File: src/rtl/pw_trigger_sequencer.sv
// Steps a trigger generator through a programmable table of delay/width pairs and gates which match pulses fire a trigger.
// Latency: O_match is combinational (zero cycles); arm->WAIT_MATCH 3 cycles; trigger fall->next WAIT_MATCH 4 cycles, ->O_done 2 cycles.
// Backpressure: none; matches outside WAIT_MATCH are dropped, arm while armed is ignored, disarm aborts from any state.
//
// Optional feature macro: PW_TRIG_SEQ_TIMEOUT_EN enables the WAIT_MATCH watchdog (O_timeout, I_timeout).
//
// Ports:
//   trigger_clk, reset_n                   clock, async active-low reset
//   I_wr_en/I_wr_addr/I_wr_delay/I_wr_width table write port (accepted in any state)
//   I_num_triggers                         sequence length, 1..pNUM_TRIGGERS, static while armed
//   I_arm / I_disarm                       single-cycle start / abort (disarm wins)
//   I_match_pulse, I_trigger               synchronized match pulse, generator trigger-active level
//   I_timeout                              watchdog limit in cycles (0 = off)
//   O_match                                gated match to the generator
//   O_trigger_delay/O_trigger_width        current entry presented to the generator
//   O_armed, O_done, O_index, O_timeout    sequence status
module pw_trigger_sequencer #(
   parameter int pTRIGGER_DELAY_WIDTH = 20,
   parameter int pTRIGGER_WIDTH_WIDTH = 17,
   parameter int pNUM_TRIGGERS        = 8,
   parameter int pINDEX_WIDTH         = 3,
   parameter int pTIMEOUT_WIDTH       = 24
) (
   input  logic                            trigger_clk,
   input  logic                            reset_n,
   input  logic                            I_wr_en,
   input  logic [pINDEX_WIDTH-1:0]         I_wr_addr,
   input  logic [pTRIGGER_DELAY_WIDTH-1:0] I_wr_delay,
   input  logic [pTRIGGER_WIDTH_WIDTH-1:0] I_wr_width,
   input  logic [pINDEX_WIDTH:0]           I_num_triggers,
   input  logic                            I_arm,
   input  logic                            I_disarm,
   input  logic                            I_match_pulse,
   input  logic                            I_trigger,
   input  logic [pTIMEOUT_WIDTH-1:0]       I_timeout,
   output logic                            O_match,
   output logic [pTRIGGER_DELAY_WIDTH-1:0] O_trigger_delay,
   output logic [pTRIGGER_WIDTH_WIDTH-1:0] O_trigger_width,
   output logic                            O_armed,
   output logic                            O_done,
   output logic [pINDEX_WIDTH-1:0]         O_index,
   output logic                            O_timeout
);

   typedef enum logic [2:0] {
      S_IDLE, S_LOAD, S_WAIT_MATCH, S_FIRING, S_NEXT, S_DONE
   } state_t;

   localparam logic [pINDEX_WIDTH:0] LP_MAX_NUM = (pINDEX_WIDTH+1)'(pNUM_TRIGGERS);

   state_t                            r_state;
   state_t                            w_next_state;
   logic                              r_load_cnt;
   logic                              r_trig_d;
   logic [pINDEX_WIDTH-1:0]           r_index;
   logic [pTRIGGER_DELAY_WIDTH-1:0]   r_delay;
   logic [pTRIGGER_WIDTH_WIDTH-1:0]   r_width;
   logic [pTRIGGER_DELAY_WIDTH-1:0]   r_delay_tbl [pNUM_TRIGGERS];
   logic [pTRIGGER_WIDTH_WIDTH-1:0]   r_width_tbl [pNUM_TRIGGERS];

   logic                              w_arm_ok;
   logic                              w_rise;
   logic                              w_fall;
   logic                              w_last;
   logic                              w_wd_hit;
   logic [pINDEX_WIDTH:0]             w_last_idx;

   // Arm+disarm in the same cycle must not touch index/timeout, so disarm is folded in here.
   assign w_arm_ok   = I_arm && !I_disarm && (r_state == S_IDLE) &&
                       (I_num_triggers != '0) && (I_num_triggers <= LP_MAX_NUM);
   assign w_rise     = I_trigger && !r_trig_d;
   assign w_fall     = !I_trigger && r_trig_d;
   assign w_last_idx = I_num_triggers - 1'b1;
   assign w_last     = ({1'b0, r_index} == w_last_idx);

`ifdef PW_TRIG_SEQ_TIMEOUT_EN
   logic [pTIMEOUT_WIDTH-1:0] r_wd_cnt;
   logic [pTIMEOUT_WIDTH-1:0] w_wd_cnt_inc;
   logic                      r_timeout;

   assign w_wd_cnt_inc = r_wd_cnt + 1'b1;
   // Fires on the I_timeout-th cycle spent in WAIT_MATCH; the flag is visible the cycle after.
   assign w_wd_hit     = (r_state == S_WAIT_MATCH) && (I_timeout != '0) && (w_wd_cnt_inc == I_timeout);

   always_ff @(posedge trigger_clk or negedge reset_n) begin
      if (!reset_n) begin
         r_wd_cnt  <= '0;
         r_timeout <= 1'b0;
      end else begin
         // Held at zero outside WAIT_MATCH, so every entry into WAIT_MATCH starts a fresh count.
         r_wd_cnt <= (r_state == S_WAIT_MATCH) ? w_wd_cnt_inc : '0;
         if (w_arm_ok)
            r_timeout <= 1'b0;
         else if (w_wd_hit && !w_rise && !I_disarm)
            r_timeout <= 1'b1;
      end
   end

   assign O_timeout = r_timeout;
`else
   logic w_unused_timeout;
   assign w_unused_timeout = ^I_timeout;
   assign w_wd_hit         = 1'b0;
   assign O_timeout        = 1'b0;
`endif

   always_ff @(posedge trigger_clk or negedge reset_n) begin
      if (!reset_n) r_state <= S_IDLE;
      else          r_state <= w_next_state;
   end

   always_comb begin
      w_next_state = r_state;
      case (r_state)
         S_IDLE:       if (w_arm_ok) w_next_state = S_LOAD;
         S_LOAD:       if (r_load_cnt) w_next_state = S_WAIT_MATCH;
         S_WAIT_MATCH: begin
            if (w_rise)        w_next_state = S_FIRING;
            else if (w_wd_hit) w_next_state = S_IDLE;
         end
         S_FIRING:     if (w_fall) w_next_state = S_NEXT;
         S_NEXT:       w_next_state = w_last ? S_DONE : S_LOAD;
         S_DONE:       w_next_state = S_IDLE;
         default:      w_next_state = S_IDLE;
      endcase
      if (I_disarm) w_next_state = S_IDLE;
   end

   always_ff @(posedge trigger_clk or negedge reset_n) begin
      if (!reset_n) begin
         r_load_cnt <= 1'b0;
         r_trig_d   <= 1'b0;
         r_index    <= '0;
         r_delay    <= '0;
         r_width    <= '0;
      end else begin
         r_trig_d <= I_trigger;
         // Toggles 0->1 across the two LOAD cycles; zero in every other state.
         r_load_cnt <= (r_state == S_LOAD) ? !r_load_cnt : 1'b0;
         if (w_arm_ok)
            r_index <= '0;
         else if ((r_state == S_NEXT) && !w_last && !I_disarm)
            r_index <= r_index + 1'b1;
         // Table is read only here, so a write to the active entry lands at its next LOAD.
         if ((r_state == S_LOAD) && !I_disarm) begin
            r_delay <= r_delay_tbl[r_index];
            r_width <= r_width_tbl[r_index];
         end
      end
   end

   always_ff @(posedge trigger_clk or negedge reset_n) begin
      if (!reset_n) begin
         for (int i = 0; i < pNUM_TRIGGERS; i++) begin
            r_delay_tbl[i] <= '0;
            r_width_tbl[i] <= '0;
         end
      end else if (I_wr_en) begin
         r_delay_tbl[I_wr_addr] <= I_wr_delay;
         r_width_tbl[I_wr_addr] <= I_wr_width;
      end
   end

   assign O_match         = I_match_pulse && (r_state == S_WAIT_MATCH) && !I_disarm;
   assign O_trigger_delay = r_delay;
   assign O_trigger_width = r_width;
   assign O_armed         = (r_state != S_IDLE);
   assign O_done          = (r_state == S_DONE);
   assign O_index         = r_index;

endmodule
File: config.mk
export PLATFORM = sky130hd
export DESIGN_NAME = pw_trigger_sequencer
export DESIGN_NICKNAME = d
export VERILOG_FILES = /design/src/rtl/pw_trigger_sequencer.sv
export SDC_FILE = /design/constraint.sdc
export NUM_CORES = 1
export LEC_CHECK = 0
export CORE_AREA = 4 4 200 202
export CTS_CLUSTER_SIZE = 28
export DETAILED_ROUTE_END_ITERATION = 12
export DIE_AREA = 0 0 204 206
export SYNTH_ARGS = -nofsm -noshare
export SYNTH_HDL_FRONTEND = slang
export SYNTH_SLANG_ARGS = --single-unit
export TNS_END_PERCENT = 50
File: constraint.sdc
create_clock -name trigger_clk -period 3.1 [get_ports trigger_clk]
set_input_delay 0.62 -clock trigger_clk [delete_from_list [all_inputs] [get_ports trigger_clk]]
set_output_delay 0.62 -clock trigger_clk [all_outputs]
set_load 0.02 [all_outputs]
==> impl_metrics.py, run 1 <==
metrics = {
    "routing": {
        "wl_met2_um": 14800,
        "totalWireLength_um": 31700,
        "drc": 0,
        "vias_per_cell": 5.20,
        "top_layer": "met5",
        "met3WireLength_um": 1030,
        "ant_nets": 0,
        "drt_iter0_markers": 392,
        "wl_per_cell_um": 19.9,
        "m1WireLength_um": 15400,
        "dr_total_vias": 8278,
        "drt_pass1_iterations": 4,
    },
    "floorplanning": {
        "fp-row-count": 72,
        "coreArea_um2": 38300,
        "io_pins": 119,
        "dieArea_um2": 42000,
        "dieHeight_um": 206,
        "start_util_pct": 39.7,
        "die_x_um": 204,
    },
    "power_and_ir_drop": {
        "p_sw_share_pct": 25.1,
        "share_comb_of_total_power_pct": 20.4,
        "p_sw_mw": 3.35,
        "irDropWorstVdd_uv": 407,
        "p_per_area_nw_per_um2": 741,
        "intPower_mw": 9.98,
        "p_leak_nw": 7.25,
        "seqPwrFrac_pct": 45.6,
        "p_clk_share_pct": 33.9,
    },
    "flow_run": {
        "max-cap-violations": 0,
    },
    "cts": {
        "clock_sink_count": 341,
        "clk_latency_ps": 510,
        "cts_buffers": 38,
        "ctsResizeCount": 0,
        "clk_path_buf_depth": 3,
        "cts_setup_buffers": 0,
        "hold_buffers": 0,
        "root_buffer": "clkbuf_16",
        "tritoncts": "built",
        "path_clk_slew_ps": 60,
        "cts_max_level": 2,
    },
    "logic_synthesis": {
        "syn-instance-count": 954,
        "synth_edf_count": 0,
        "synth_flop_cell": "dfrtp_1",
        "synth_common_cells": "dfrtp_1, mux2_2, mux4_2",
        "synth-async-reset-ratio_pct": 100,
        "synth.area.top_cells": "dfrtp_1, mux2_2, mux4_2, mux2i_1, a21oi_1",
        "synthesis.nets": 1032,
        "ys_ff_latch": 341,
        "yosysUniqueCellTypes": 44,
        "yosysMostFrequentCell": "dfrtp_1",
        "synth-seq-area-share_pct": 56.2,
        "synth_warnings": 0,
        "syn_area_um2": 15200,
        "yosysTopAreaCellShare_pct": 56.2,
        "syn_area_per_cell_um2": 15.9,
        "synth_top_area_cell": "dfrtp_1",
    },
    "sta": {
        "period_share_pct": 85.2,
        "finalSetupViolCount": 0,
        "fin_crit_ps": 2640,
        "tightest_slew_ps": 531,
        "finClkSkew_ps": 7.28,
        "rsz0062_at_grt": "false",
        "setup_ws_ps": 458,
        "clock.fmax_ghz": 0.379,
        "hold_viol": 0,
        "final.setup.tns_ps": 0,
        "relSlewSlack_pct": 64.6,
        "drv_slew": 0,
    },
    "grt": {
        "grt_max_degree": 75,
        "grt_usage_pct": 15.4,
        "grt_pass1_vias": 8840,
        "grt_pass1_wl_um": 51600,
        "grt_overflow": 0,
        "antenna_found_initial": 1,
    },
    "run_status": {
        "status": "finished, final reports clean",
    },
    "finish": {
        "areaGrowthSynthToFinish_pct": 18.4,
        "final_cells": 1592,
        "fillers": 3348,
        "final_layout_size_suffix_gt1_share_pct": 42.8,
        "nets": 1125,
    },
    "critical_path": {
        "critPathLaunchType": "flip-flop",
        "critical_path_class": "flip-flop to primary output",
        "cp-end-kind": "primary output",
        "required_ps": 2480,
        "cp_max_fo": 12,
        "cp.arrival_ps": 2020,
    },
    "place": {
        "routabilityCongestion": 0.687,
        "io_buffer_count": 93,
        "placedCellCount": 1525,
        "hpwl_um": 17600,
        "dpl_worst_slack_ps": 484,
    },
    "hold_path": {
        "hold_path_class": "input port to async pin",
    },
}
-- placed cells by master, fill, tap and decap left out, types with 2 or more instances in the layout --
cell type,instances
clkbuf_8,10
clkbuf_16,41
mux2i_1,38
clkinv_2,3
nor2b_1,3
nor3_1,2
inv_1,6
nor3b_2,2
xor2_1,3
nand2_1,4
clkbuf_1,10
dfrtp_1,338
buf_12,17
nor3_4,2
dfrtp_4,2
buf_4,8
ha_1,3
nor2_1,43
nand3_1,2
a21oi_1,42
o31ai_1,2
mux2_2,292
o21ai_0,2
mux2_1,4
bufinv_16,2
mux4_2,74
nand4b_1,4
clkdlybuf4s50_1,92
-- flip-flops by register name, summed over array words and instances (netlist names) --
| name | cells |
|---|---|
| r_state | 3 |
| O_index | 3 |
| O_trigger_width | 17 |
| r_trig_d | 1 |
| r_load_cnt | 1 |
| r_delay_tbl | 160 |
| r_width_tbl | 136 |
| O_trigger_delay | 20 |
-- power groups by stage --
stage | Clock [mW] | Sequential, mW | Combinational, mW
after floorplan | 0 | 6.31 | 1.52
after global placement | 0 | 6.12 | 2.72
after detailed placement | 0 | 6.16 | 2.77
after CTS | 4.66 | 6.08 | 2.78
after global routing | 4.85 | 6.22 | 2.99
final | 4.52 | 6.08 | 2.73
-- worst paths after layout --
| path | startpoint | end | slack [ps] | cells after the start |
|---|---|---|---|---|
| setup reg to reg | O_index[0] | O_trigger_width[16] | 1100 | 4 |
| hold / removal | reset_n | r_delay_tbl[134] | 40 | 1 |
| max in group asynchronous | reset_n | O_trigger_width[10] | 2300 | 2 |
| min in group trigger_clk | r_load_cnt | r_load_cnt | 430 | 1 |
| hold reg to reg | r_load_cnt | r_load_cnt | 430 | 1 |
| setup / recovery | r_state[1] | O_match | 460 | 3 |
-- cells by family after synthesis --
logic type	synth area share (%)
DFF	56.2
other	0.0247
xor gates and xnor gates	0.231
muxes	35.4
buffers and inverters	3.45
adders and majority gates	0.247
and+or+nand+nor	2.53
AOI/OAI and AO/OA	1.93
-- critical path, stage by stage (launching register included) --
cell             delay, ps
dfrtp_1                520
nor2b_1                220
and3_1                 170
clkdlybuf4s50_1        600
-- metal layers --
metal | global-route usage [%] | vias up
met1 | 22.9 | 4398
met2 | 24.2 | 101
met4 | 3.16 | 2
met3 | 2.70 | 41
li1 | - | 3736
met5 | 0 | -
-- through the flow --
stage	power, mW	hold WS, ps	utilization [%]	area (um2)
final	13.3	36.3	47.0	18000
after global routing	14.1	59.1	47.0	18000
after CTS	13.5	47.4	47.0	18000
after detailed placement	8.93	426	43.6	16700
after global placement	8.84	419	43.6	16700
after floorplan	7.83	324	-	15200
-- area by class of cell --
cell class | count | area, um2 | share of cell area, %
Antenna cell | 1 | 2.50 | 0.0139
Clock buffer | 61 | 1200 | 6.68
Clock inverter | 5 | 75.1 | 0.418
Inverter | 6 | 22.5 | 0.125
Multi-Input combinational cell | 542 | 6150 | 34.2
Sequential cell | 341 | 8540 | 47.5
Tap cell | 518 | 648 | 3.60
Timing Repair Buffer | 118 | 1340 | 7.43
No activity file was read; power rests on OpenSTA's default activity.
==> run 2, diff against run 1 <==
--- a/config.mk
+++ b/config.mk
@@ -5,10 +5,11 @@
 export SDC_FILE = /design/constraint.sdc
 export NUM_CORES = 1
 export LEC_CHECK = 0
-export CORE_AREA = 4 4 200 202
+export CORE_AREA = 2 2 198 200
 export CTS_CLUSTER_SIZE = 28
 export DETAILED_ROUTE_END_ITERATION = 12
-export DIE_AREA = 0 0 204 206
+export DIE_AREA = 0 0 200 202
+export PLACE_DENSITY = 0.58
 export SYNTH_ARGS = -nofsm -noshare
 export SYNTH_HDL_FRONTEND = slang
 export SYNTH_SLANG_ARGS = --single-unit
==> run 2 against run 1 <==
  * Utilization fell by 0.28 points
  * Final cell count down 0.50%
  * Non-clock buffer count is 4 lower
  * Critical endpoint unchanged
  * Largest power group unchanged
==> impl_metrics.py, run 2 (synthesis results as in run 1) <==
metrics = {
    "grt": {
        "grt_max_degree": 75,
        "antenna_found_initial": 1,
        "grt_pass1_vias": 8704,
        "grt_pass1_wl_um": 50200,
        "grt_usage_pct": 16.1,
        "grt_overflow": 0,
    },
    "routing": {
        "ant_nets": 0,
        "totalWireLength_um": 31600,
        "drt_pass1_iterations": 4,
        "vias_per_cell": 5.22,
        "drt_iter0_markers": 374,
        "wl_per_cell_um": 19.9,
        "drc": 0,
        "dr_total_vias": 8275,
    },
    "critical_path": {
        "required_ps": 2480,
        "critical_path_class": "flip-flop to primary output",
        "cp_max_fo": 12,
        "crit_path_start": "r_state[1]",
        "critPathSlowestCell": "clkdlybuf4s50_1",
        "endpoint": "O_match",
        "reg2reg_depth": 4,
        "crit_family": "buffers and inverters",
        "crit_chain": "nor2b_1 > and3_1 > clkdlybuf4s50_1",
        "cp.depth": 3,
        "reg2reg_slack_ps": 1120,
        "critPathLaunchType": "flip-flop",
        "cp.buffers_inverters": 1,
        "cp.arrival_ps": 2030,
        "r2r-end": "O_trigger_width[7]",
        "r2r_start": "O_index[0]",
        "cp-end-kind": "primary output",
        "slowest_delay_ps": 600,
    },
    "cts": {
        "clk_path_buf_depth": 3,
        "cts_max_level": 2,
        "path_clk_slew_ps": 50,
        "clk_latency_ps": 510,
        "cts_buffers": 38,
        "ctsResizeCount": 0,
        "hold_buffers": 0,
        "root_buffer": "clkbuf_16",
        "cts_setup_buffers": 0,
        "clock_sink_count": 341,
        "tritoncts": "built",
    },
    "sta": {
        "drv_slew": 0,
        "finClkSkew_ps": 9.12,
        "clock.fmax_ghz": 0.377,
        "relSlewSlack_pct": 60.7,
        "rsz0062_at_grt": "false",
        "fin_crit_ps": 2650,
        "final.setup.tns_ps": 0,
        "tightest_slew_ps": 589,
        "finalSetupViolCount": 0,
        "period_share_pct": 85.5,
        "hold_viol": 0,
        "setup_ws_ps": 448,
    },
    "finish": {
        "fillers": 3373,
        "layout_commonest_cell": "dfrtp_1",
        "regMostFlops": "r_delay_tbl",
        "final_cell_mix": "dfrtp_1, mux2_2, clkdlybuf4s50_1",
        "diodes": 0,
        "areaGrowthSynthToFinish_pct": 17.7,
        "largest_reg_flops": 160,
        "final_layout_size_suffix_gt1_share_pct": 42.4,
        "nets": 1121,
    },
    "floorplanning": {
        "coreArea_um2": 38300,
        "dieArea_um2": 40400,
        "fp-row-count": 72,
        "io_pins": 119,
        "dieHeight_um": 202,
        "start_util_pct": 39.7,
        "die_x_um": 200,
    },
    "hold_path": {
        "hold_path_class": "input port to async pin",
    },
    "flow_run": {
        "max-cap-violations": 0,
    },
    "run_status": {
        "status": "finished, final reports clean",
    },
    "place": {
        "hpwl_um": 16900,
        "routabilityCongestion": 0.687,
        "io_buffer_count": 93,
        "dpl_worst_slack_ps": 494,
    },
    "power_and_ir_drop": {
        "p_sw_share_pct": 25.4,
        "seqPwrFrac_pct": 46.4,
        "p_sw_mw": 3.33,
        "p_per_area_nw_per_um2": 733,
        "p_leak_nw": 7.20,
        "share_comb_of_total_power_pct": 20.7,
        "irDropWorstVdd_uv": 360,
        "intPower_mw": 9.78,
        "p_clk_share_pct": 32.9,
    },
}
## run 2: changes by cell type in the layout (fill, tap and decap cells not counted), sizes merged
cell	previous run	this run
buf	26	22
clkinv	3	5
diode	1	0
inv	6	7
clkbuf	61	55
## run 2: stage by stage
step	hold slack, ps	total power, mW	utilization (%)	std cells	instance area [um2]
after floorplan	324	7.83	-	954	15200
after global placement	418	8.83	43.6	1521	16700
after detailed placement	439	8.91	43.6	1521	16700
after CTS	104	13.3	46.7	1584	17900
after global routing	120	13.8	46.7	1584	17900
final	89.2	13.1	46.7	1584	17900
## run 2: worst min-delay path by stage
stage                          start              end  slack, ps  cells past startpoint
after CTS                    reset_n  r_width_tbl[56]        100                      1
after global routing         reset_n         r_trig_d        120                      1
after floorplan              reset_n       O_index[0]        320                      0
after global placement    r_load_cnt       r_load_cnt        420                      1
after detailed placement  r_load_cnt       r_load_cnt        440                      1
final                        reset_n         r_trig_d         90                      1
## run 2: area by class of cell
class / instances / area [um2] / share of cell area [%]
Sequential cell: 341 / 8540 / 47.8
Tap cell: 518 / 648 / 3.63
Multi-Input combinational cell: 542 / 6150 / 34.4
Clock buffer: 55 / 1100 / 6.13
Inverter: 6 / 22.5 / 0.126
Timing Repair Buffer: 114 / 1320 / 7.38
Clock inverter: 8 / 93.8 / 0.525
## run 2: metal layers
| layer | global-route usage [%] | up-vias | routed length, um |
|---|---|---|---|
| li1 | - | 3722 | - |
| met5 | 0 | - | 12 |
| met4 | 3.33 | 2 | 465 |
| met2 | 25.4 | 103 | 14800 |
| met3 | 2.65 | 39 | 1020 |
| met1 | 23.5 | 4409 | 15300 |
## run 2: power groups by stage
| stage | sequential (mW) | combinational [mW] | clock, mW |
|---|---|---|---|
| after global routing | 6.22 | 2.96 | 4.64 |
| after detailed placement | 6.16 | 2.75 | 0 |
| after global placement | 6.13 | 2.70 | 0 |
| after CTS | 6.09 | 2.76 | 4.45 |
| after floorplan | 6.31 | 1.52 | 0 |
| final | 6.08 | 2.71 | 4.31 |
